File: src/rtl/rx_ctrl_pkg.sv
// -----------------------------------------------------------------------------
// rx_ctrl_pkg
// Shared types, constants and helpers for the rx redundancy controller.
//   ctrl_state_e  : controller FSM states (RUN, WAIT_QUIET, APPLY)
//   RED_1/3/5     : legal redundancy (voter copy count) values
//   is_legal_red  : returns 1 for a legal redundancy value
//   next_red      : next escalation level (1->3, 3->5, saturates at 5)
// -----------------------------------------------------------------------------
package rx_ctrl_pkg;

    typedef enum logic [1:0] {
        RUN        = 2'd0,
        WAIT_QUIET = 2'd1,
        APPLY      = 2'd2
    } ctrl_state_e;

    localparam logic [7:0] RED_1 = 8'd1;
    localparam logic [7:0] RED_3 = 8'd3;
    localparam logic [7:0] RED_5 = 8'd5;

    function automatic logic is_legal_red(input logic [7:0] red);
        return (red == RED_1) || (red == RED_3) || (red == RED_5);
    endfunction

    function automatic logic [7:0] next_red(input logic [7:0] red);
        logic [7:0] nxt;
        case (red)
            RED_1:   nxt = RED_3;
            RED_3:   nxt = RED_5;
            default: nxt = RED_5;
        endcase
        return nxt;
    endfunction

endpackage

File: src/rtl/rx_quiet_detector.sv
// -----------------------------------------------------------------------------
// rx_quiet_detector
// Counts consecutive idle cycles (rx_enable=0 and dp_en_out=0) while armed and
// raises quiet_done for one cycle once QUIET_CYCLES idle cycles have been seen.
// Any busy cycle restarts the count from zero.
// Ports:
//   clk, rst_n   : clock, asynchronous active-low reset
//   arm          : count only while high (controller is waiting for quiet)
//   rx_enable    : frame in progress from the rx front end
//   dp_en_out    : majority datapath still draining
//   quiet_done   : 1-cycle pulse, datapath has been idle long enough
// -----------------------------------------------------------------------------
module rx_quiet_detector #(
    parameter int QUIET_CYCLES = 16
) (
    input  logic clk,
    input  logic rst_n,
    input  logic arm,
    input  logic rx_enable,
    input  logic dp_en_out,
    output logic quiet_done
);

    localparam int QW = (QUIET_CYCLES > 1) ? $clog2(QUIET_CYCLES + 1) : 1;
    localparam logic [QW-1:0] LAST = QW'(QUIET_CYCLES - 1);

    logic [QW-1:0] cnt_q, cnt_d;
    logic          done_q, done_d;

    // The counter value k means k idle cycles have already been seen; the
    // idle cycle observed while at LAST is the QUIET_CYCLES-th one. The pulse
    // is registered, and the counter is held at zero while disarmed or while
    // the pulse is out, so a late re-arm always starts a fresh count.
    always_comb begin
        cnt_d  = cnt_q;
        done_d = 1'b0;
        if (!arm || done_q) begin
            cnt_d = '0;
        end else if (rx_enable || dp_en_out) begin
            cnt_d = '0;
        end else if (cnt_q == LAST) begin
            cnt_d  = '0;
            done_d = 1'b1;
        end else begin
            cnt_d = cnt_q + QW'(1);
        end
    end

    always_ff @(posedge clk or negedge rst_n) begin
        if (!rst_n) begin
            cnt_q  <= '0;
            done_q <= 1'b0;
        end else begin
            cnt_q  <= cnt_d;
            done_q <= done_d;
        end
    end

    assign quiet_done = done_q;

endmodule

File: src/rtl/rx_redundancy_ctrl.sv
// -----------------------------------------------------------------------------
// rx_redundancy_ctrl
// Schedules redundancy-mode changes for the rx majority-vote datapath.
// Host requests are validated, held pending, and applied only after the
// datapath has been quiet for QUIET_CYCLES cycles, so no frame is voted with
// mixed modes. Frame and loss statistics are kept alongside.
// Optional feature: define AUTO_ESCALATE_EN to raise the redundancy level
// automatically when too many loss events occur inside an observation window.
// Ports:
//   clk125MHz, reset_n       : clock, asynchronous active-low reset
//   cfg_redundancy/valid     : host mode request (legal 1/3/5)
//   cfg_ready                : request can be accepted (FSM in RUN)
//   cfg_err                  : 1-cycle pulse, illegal request rejected
//   rx_enable, dp_en_out     : datapath activity, used for quiet detection
//   dp_loss                  : loss indication from the datapath
//   redundancy               : mode driven to the majority datapath
//   switching                : mode change pending or being applied
//   mode_changed             : 1-cycle pulse when the new mode takes effect
//   auto_esc                 : 1-cycle pulse when an escalation is raised
//   frame_count, loss_count  : saturating rising-edge counters
// -----------------------------------------------------------------------------
module rx_redundancy_ctrl
    import rx_ctrl_pkg::*;
#(
    parameter int         QUIET_CYCLES = 16,
    parameter int         CNT_W        = 16,
    parameter logic [7:0] DEFAULT_RED  = 8'd1,
    parameter int         ESC_WINDOW   = 1024,
    parameter int         ESC_THRESH   = 4
) (
    input  logic             clk125MHz,
    input  logic             reset_n,
    input  logic [7:0]       cfg_redundancy,
    input  logic             cfg_valid,
    output logic             cfg_ready,
    output logic             cfg_err,
    input  logic             rx_enable,
    input  logic             dp_en_out,
    input  logic             dp_loss,
    output logic [7:0]       redundancy,
    output logic             switching,
    output logic             mode_changed,
    output logic             auto_esc,
    output logic [CNT_W-1:0] frame_count,
    output logic [CNT_W-1:0] loss_count
);

    ctrl_state_e      state_q, state_d;
    logic [7:0]       redundancy_q, redundancy_d;
    logic [7:0]       pending_q, pending_d;
    logic             cfg_err_q, cfg_err_d;
    logic             mode_changed_q, mode_changed_d;
    logic             auto_esc_q, auto_esc_d;
    logic [CNT_W-1:0] frame_count_q, frame_count_d;
    logic [CNT_W-1:0] loss_count_q, loss_count_d;
    logic             rx_en_q;
    logic             dp_loss_q;

    logic             accept;
    logic             rx_rise;
    logic             loss_rise;
    logic             quiet_done;
    logic             esc_req;

    assign cfg_ready = (state_q == RUN);
    assign accept    = cfg_valid && cfg_ready;
    assign rx_rise   = rx_enable && !rx_en_q;
    assign loss_rise = dp_loss && !dp_loss_q;

    rx_quiet_detector #(
        .QUIET_CYCLES (QUIET_CYCLES)
    ) u_quiet (
        .clk        (clk125MHz),
        .rst_n      (reset_n),
        .arm        (state_q == WAIT_QUIET),
        .rx_enable  (rx_enable),
        .dp_en_out  (dp_en_out),
        .quiet_done (quiet_done)
    );

`ifdef AUTO_ESCALATE_EN
    localparam int WIN_W = (ESC_WINDOW > 1) ? $clog2(ESC_WINDOW) : 1;
    localparam int THR_W = $clog2(ESC_THRESH + 1);
    localparam logic [WIN_W-1:0] WIN_LAST = WIN_W'(ESC_WINDOW - 1);
    localparam logic [THR_W-1:0] THR      = THR_W'(ESC_THRESH);

    logic [WIN_W-1:0] win_cnt_q, win_cnt_d;
    logic [THR_W-1:0] win_loss_q, win_loss_d;

    // The window only advances in RUN. An escalation request restarts the
    // window whether it is taken or dropped in favour of a host accept, so a
    // dropped request is not re-raised on the very next cycle. The window
    // loss count saturates at the threshold, which at mode 5 simply parks it
    // until the window ends.
    always_comb begin
        win_cnt_d  = win_cnt_q;
        win_loss_d = win_loss_q;
        esc_req    = (state_q == RUN) && (win_loss_q == THR) && (redundancy_q < RED_5);
        if (state_q == APPLY || esc_req) begin
            win_cnt_d  = '0;
            win_loss_d = '0;
        end else if (state_q == RUN) begin
            if (win_cnt_q == WIN_LAST) begin
                win_cnt_d  = '0;
                win_loss_d = '0;
            end else begin
                win_cnt_d = win_cnt_q + WIN_W'(1);
                if (loss_rise && (win_loss_q != THR)) begin
                    win_loss_d = win_loss_q + THR_W'(1);
                end
            end
        end
    end

    always_ff @(posedge clk125MHz or negedge reset_n) begin
        if (!reset_n) begin
            win_cnt_q  <= '0;
            win_loss_q <= '0;
        end else begin
            win_cnt_q  <= win_cnt_d;
            win_loss_q <= win_loss_d;
        end
    end
`else
    logic esc_cfg_unused;

    assign esc_req        = 1'b0;
    assign esc_cfg_unused = (ESC_WINDOW != 0) ^ (ESC_THRESH != 0);
`endif

    // Main FSM. A host accept always wins over an escalation request in RUN.
    // An accepted request equal to the current mode is a no-op and never
    // leaves RUN. The mode, the mode_changed pulse and the loss counter clear
    // all take effect on the edge that ends the single APPLY cycle.
    always_comb begin
        state_d        = state_q;
        pending_d      = pending_q;
        redundancy_d   = redundancy_q;
        cfg_err_d      = 1'b0;
        mode_changed_d = 1'b0;
        auto_esc_d     = 1'b0;
        case (state_q)
            RUN: begin
                if (accept) begin
                    if (!is_legal_red(cfg_redundancy)) begin
                        cfg_err_d = 1'b1;
                    end else if (cfg_redundancy != redundancy_q) begin
                        pending_d = cfg_redundancy;
                        state_d   = WAIT_QUIET;
                    end
                end else if (esc_req) begin
                    pending_d  = next_red(redundancy_q);
                    auto_esc_d = 1'b1;
                    state_d    = WAIT_QUIET;
                end
            end
            WAIT_QUIET: begin
                if (quiet_done) begin
                    state_d = APPLY;
                end
            end
            APPLY: begin
                redundancy_d   = pending_q;
                mode_changed_d = 1'b1;
                state_d        = RUN;
            end
            default: begin
                state_d = RUN;
            end
        endcase
    end

    // Saturating statistics. The APPLY clear takes priority over a loss edge
    // seen in the same cycle, so that event is dropped rather than counted
    // against the new mode.
    always_comb begin
        frame_count_d = frame_count_q;
        loss_count_d  = loss_count_q;
        if (rx_rise && (frame_count_q != {CNT_W{1'b1}})) begin
            frame_count_d = frame_count_q + CNT_W'(1);
        end
        if (state_q == APPLY) begin
            loss_count_d = '0;
        end else if (loss_rise && (loss_count_q != {CNT_W{1'b1}})) begin
            loss_count_d = loss_count_q + CNT_W'(1);
        end
    end

    always_ff @(posedge clk125MHz or negedge reset_n) begin
        if (!reset_n) begin
            state_q        <= RUN;
            redundancy_q   <= DEFAULT_RED;
            pending_q      <= DEFAULT_RED;
            cfg_err_q      <= 1'b0;
            mode_changed_q <= 1'b0;
            auto_esc_q     <= 1'b0;
            frame_count_q  <= '0;
            loss_count_q   <= '0;
            rx_en_q        <= 1'b0;
            dp_loss_q      <= 1'b0;
        end else begin
            state_q        <= state_d;
            redundancy_q   <= redundancy_d;
            pending_q      <= pending_d;
            cfg_err_q      <= cfg_err_d;
            mode_changed_q <= mode_changed_d;
            auto_esc_q     <= auto_esc_d;
            frame_count_q  <= frame_count_d;
            loss_count_q   <= loss_count_d;
            rx_en_q        <= rx_enable;
            dp_loss_q      <= dp_loss;
        end
    end

    assign redundancy   = redundancy_q;
    assign switching    = (state_q != RUN);
    assign cfg_err      = cfg_err_q;
    assign mode_changed = mode_changed_q;
    assign auto_esc     = auto_esc_q;
    assign frame_count  = frame_count_q;
    assign loss_count   = loss_count_q;

endmodule

File: config.mk
export PLATFORM = sky130hd
export DESIGN_NAME = rx_redundancy_ctrl
export DESIGN_NICKNAME = d
export VERILOG_FILES = /design/src/rtl/rx_ctrl_pkg.sv /design/src/rtl/rx_quiet_detector.sv /design/src/rtl/rx_redundancy_ctrl.sv
export SDC_FILE = /design/constraint.sdc
export NUM_CORES = 1
export LEC_CHECK = 0
export CORE_MARGIN = 3
export CORE_UTILIZATION = 50
export DETAILED_ROUTE_END_ITERATION = 10
export PLACE_DENSITY = 0.84
export SLEW_MARGIN = 5
export SYNTH_ARGS = -nofsm -noshare
export SYNTH_HDL_FRONTEND = slang
export SYNTH_SLANG_ARGS = --single-unit
File: constraint.sdc
create_clock -name clk125MHz -period 2.6 [get_ports clk125MHz]
set_input_delay 0.26 -clock clk125MHz [delete_from_list [all_inputs] [get_ports clk125MHz]]
set_output_delay 0.26 -clock clk125MHz [all_outputs]
set_load 0.01 [all_outputs]
# Word level (Yosys, flattened, before mapping)
# Cells that the tools add are included.
# classes
addsub,3
eq_ne,13
muxes,17
n_reduce_logical,17
# ops
cell,count
$add A16 B1 Y16 const B,2
$mux W16,2
$ne A16 B16 Y1 const B,2
$mux W5,3
$eq A8 B1 Y1 const B,1
$eq A8 B2 Y1 const B,1
$eq A8 B3 Y1 const B,1
$mux W2,4
$ne A8 B8 Y1,1
$reduce_and A4 Y1,2
$mux W1,7
$ne A2 B1 Y1 const B,3
$add A5 B1 Y5 const B,1
$eq A5 B4 Y1 const B,1
$logic_and A1 B1 Y1,5
$logic_or A1 B1 Y1,4
$pmux W2 S2,1
$reduce_bool A2 Y1,2
$logic_not A1 Y1,3
$eq A2 B1 Y1 const B,1
$eq A2 B2 Y1 const B,1
$logic_not A2 Y1,1
$ne A2 B2 Y1 const B,1
# word_totals
reg_bits,60
output_inout_bits,45

# Longest topological paths before layout
# depth
ltp_word,6
depth_mapped,7
mapped_depth_nobuf,6

# Modules after synthesis
# Synthesis repeated with hierarchy kept, for this count alone.
# hier_totals
cells_unflattened,281
area_unflattened_um2,2905.3
# modules_own_cells
mod,n_inst,cells_per_inst,area_each_um2,seq_area_each_um2
rx_redundancy_ctrl,1,258,2636.3,1353.8
rx_quiet_detector,1,23,269.0,150.1

# Least setup slack after synthesis
# Ideal clock, no wire load.
# synth_path
path_type,reg-to-reg
start,"register frame_count_q[0], in the netlist frame_count[0]"
end,"register frame_count_q[1], in the netlist frame_count[1]"
setup_ns,0.125
arrival_ns,1.859
t_required_ns,2.475
setup_slack_ns,0.616
path_stages_with_launch,7
cell_sequence,dfrtp_1 -> ha_1 -> nand3_1 -> or4_4 -> and3b_1 -> buf_6 -> mux2_4
# synth_via
elab_chain_len,2
word_cells_on_any_way,3
cone_classes,add/sub: 1; eq/ne: 1; reduce/logical: 1
# synth_rtl
item,line_no,source
start: declaration,rx_redundancy_ctrl.sv:54,"logic [CNT_W-1:0] frame_count_q, frame_count_d;"
start signal: assignment,rx_redundancy_ctrl.sv:208,frame_count_q <= frame_count_d;
"parallel branches: the longest is 2 deep, another holds $add A16 B1 Y16",-,
# Several ways; the timed one is not identified.
# A chain may end at the register's enable or synchronous reset.

# Worst setup path in the final report
# layout_path
start,"register loss_count_q[0], in the netlist loss_count[0]"
end,"register loss_count_q[7], in the netlist loss_count[7]"
# layout_via
elab_chain_len,3
word_cells_on_any_way,6
cone_classes,add/sub: 1; eq/ne: 1; mux: 2; reduce/logical: 2
# layout_rtl
item,line_no,source
start: declaration,rx_redundancy_ctrl.sv:55,"logic [CNT_W-1:0] loss_count_q, loss_count_d;"
start signal: assignment,rx_redundancy_ctrl.sv:209,loss_count_q <= loss_count_d;
$add A16 B1 Y16 / $ne A16 B16 Y1 (equally long branches),"rx_redundancy_ctrl.sv:185, rx_redundancy_ctrl.sv:184",
$mux W16 / $logic_and A1 B1 Y1 (equally long branches),rx_redundancy_ctrl.sv:184,end else if (loss_rise && (loss_count_q != {CNT_W{1'b1}})) begin
$mux W16 / $reduce_bool A2 Y1 (equally long branches),-,
# Several ways; a longest one is shown, not always the timed one. The select of a mux whose other input is x is not followed.

==> impl_metrics.env <==
export IMPL_fin_nets=333
export IMPL_dp_hpwl_mm=4.07
export IMPL_gp_congestion=0.886
export IMPL_required_ns=2.82
export IMPL_synth_edf_count=0
export IMPL_worst_pin_slew_ns=0.678
export IMPL_cp_end_kind="flop"
export IMPL_fin_worst_skew_ns=0.00960
export IMPL_grt_usage=0.200
export IMPL_synth_net_count=263
export IMPL_synthTopCellsByArea="dfrtp_1 (53%), xnor2_1 (6.1%), mux2_2 (4.9%)"
export IMPL_drc_errors=0
export IMPL_fmax_mhz=456
export IMPL_clock_path_buffers=2
export IMPL_wl_per_cell_um=14.5
export IMPL_grt_pass1_vias=2077
export IMPL_finalSetupViolations=0
export IMPL_rsz0062_at_grt="no"
export IMPL_min_period_ns=2.19
export IMPL_finalMaxSlewViolations=0
export IMPL_worstSetupPathType="reg2reg"
export IMPL_antenna_left=0
export IMPL_cts_setup_buffers=0
export IMPL_cts_root_buf="clkbuf_8"
export IMPL_yosysMostFrequentCell="dfrtp_1"
export IMPL_cts_sinks=60
export IMPL_worst_hold_path_type="in2async"
export IMPL_routed_via_density=5.27
export IMPL_grt_overflow=0
export IMPL_cp_cell_sequence="ha_1 > nand4_1 > nor3_2 > a211oi_2 > nand3_1 > mux2_2"
export IMPL_power_density_mw_per_mm2=665
export IMPL_seq_area_mm2=0.00150
export IMPL_async_flop_share=1.00
export IMPL_period_share=0.843
export IMPL_synth_top_cell_by_area="dfrtp_1"
export IMPL_rows=26
export IMPL_port_buffers=57
export IMPL_path_clk_slew_ns=0.08
export IMPL_slowest_stage="nor3_2"
export IMPL_h_tree_depth=3
export IMPL_p_total_uw=2390
export IMPL_cts_tree="done"
export IMPL_finalHoldViolations=0
export IMPL_num_vias=2060
export IMPL_tns_ns=0
export IMPL_dr_first_iter_drc_count=132
export IMPL_numCtsBuffers=9
export IMPL_drv_cap=0
export IMPL_run_status="finished clean"
export IMPL_cp_arrival_ns=2.41
export IMPL_grt_antenna_before_repair=0
export IMPL_crit_fanout=10
export IMPL_start_util=0.527
export IMPL_synth_commonest_cells="dfrtp_1 (58), nor2_1 (23), xnor2_1 (19)"
export IMPL_synth_seq_cells=60
export IMPL_drive_above_1_share=0.146
export IMPL_dieArea_mm2=0.00641
export IMPL_dr_pass1_iters=4
export IMPL_multiInputGateArea_mm2=0.00117
export IMPL_diodes=0
export IMPL_ys_types=44
export IMPL_max_slew_margin_rel=0.546
export IMPL_clock_latency_ns=0.34
export IMPL_syn_cell_area_mm2=0.00274
export IMPL_critPathMaxStageDelay_ns=0.45
export IMPL_power_leakage_uw=0.00159
export IMPL_fillers=398
export IMPL_yosys_area_top_type_share=0.529
export IMPL_io_pins=59
export IMPL_core_area_mm2=0.00520
export IMPL_yosysWarnings=0
export IMPL_dieWidth_um=80.1
export IMPL_yosysSeqAreaShare=0.548
export IMPL_peakVddDrop_mv=0.486
export IMPL_syn_to_final_growth_pct=31.2
export IMPL_synth_area_per_cell_um2=11.1
export IMPL_grt_max_degree=29
export IMPL_drt_wl_total_mm=5.66
export IMPL_die_height_um=80.1
export IMPL_start_kind="flop"
export IMPL_postSynthCellCount=246
export IMPL_synthFlopType="dfrtp_1"
export IMPL_grt_pass1_wl_mm=9.91
==> where the power goes <==
part / total, uW / switching, uW / internal (uW)
Sequential: 1170 / 138 / 1030
Combinational: 489 / 205 / 283
Clock: 735 / 388 / 347
==> layout make-up <==
| type | count | area share |
|---|---|---|
| multi-input combinational | 171 | 0.326 |
| inverter | 10 | 0.0104 |
| tap | 70 | 0.0243 |
| sequential | 60 | 0.418 |
| clock buffer | 9 | 0.0344 |
| timing repair buffer | 64 | 0.172 |
| clock inverter | 7 | 0.0146 |
==> layout by cell type (no fill, tap or decap), types with 6 or more instances in the layout <==
master,count
nand2_1,11
nor2_1,23
nor4_1,7
xor2_1,12
clkdlybuf4s50_1,56
a21oi_1,8
mux2_2,12
nor3_1,7
dfrtp_1,58
xnor2_1,19
nand4_1,9
clkbuf_8,9
nand3_1,13
nor2b_1,8
buf_4,6
inv_1,10
==> metrics by stage <==
step,worst slack [ns],instances,hold WS (ns),instance area [um2],util
final,0.409,391,0.322,3600,0.692
after global routing,0.185,391,0.334,3600,0.692
after CTS,0.427,391,0.310,3600,0.692
after detailed placement,0.455,374,0.151,3410,0.656
after global placement,0.545,374,0.149,3410,0.656
after floorplan,0.616,246,-0.0356,2740,-
==> final timing paths <==
check                                       from                 end  slack, ns  cells after the start
worst min register to register  u_quiet.cnt_q[4]  u_quiet.quiet_done       0.45                      1
min in group clk125MHz                   dp_loss           dp_loss_q       0.38                      1
worst max register to register     loss_count[0]       loss_count[7]       0.41                      6
max in group asynchronous                reset_n     frame_count[13]       1.63                      3
worst max-delay path               loss_count[0]       loss_count[7]       0.41                      6
worst min-delay path                     reset_n    u_quiet.cnt_q[0]       0.32                      2
==> state kept, by name (all words and copies together), names as in the netlist <==
| register | count |
|---|---|
| cfg_err | 1 |
| mode_changed | 1 |
| u_quiet.quiet_done | 1 |
| pending_q | 8 |
| state_q | 2 |
| loss_count | 16 |
| rx_en_q | 1 |
| u_quiet.cnt_q | 5 |
| frame_count | 16 |
| dp_loss_q | 1 |
| redundancy | 8 |
==> worst max-delay path, delay by kind of cell (launching register included) <==
family                   cells  cell delay (ns)
AND/OR/NAND/NOR              3             0.92
flip-flops                   1             0.43
multiplexers                 1             0.33
adder cells (fa/ha/maj)      1             0.22
AO/OA/AOI/OAI                1             0.17
==> per-layer routing <==
layer  up-vias  track usage  wire (um)
met5         -            0          0
met4         0       0.0591         57
met3         9       0.0717        304
met2        58        0.304       2680
met1       996        0.271       2610
li1        997            -          -
==> cells by family after synthesis <==
| kind of cell | Yosys count | synth area share |
|---|---|---|
| xor gates and xnor gates | 31 | 0.0990 |
| AOI/OAI and AO/OA | 21 | 0.0516 |
| muxes | 14 | 0.0584 |
| DFF | 60 | 0.548 |
| adders and majority gates | 3 | 0.0137 |
| buffers and inverters | 15 | 0.0246 |
| other | 1 | 0.00137 |
| and+or+nand+nor | 101 | 0.203 |
==> repair_timing <==
item | in CTS | in global routing
hold endpoints to repair | 11 | 0
gates resized for setup | 0 | 0
endpoints found under the setup margin | 0 | 0
hold buffers | 1 | 0
No activity file was read; power rests on OpenSTA's default activity.
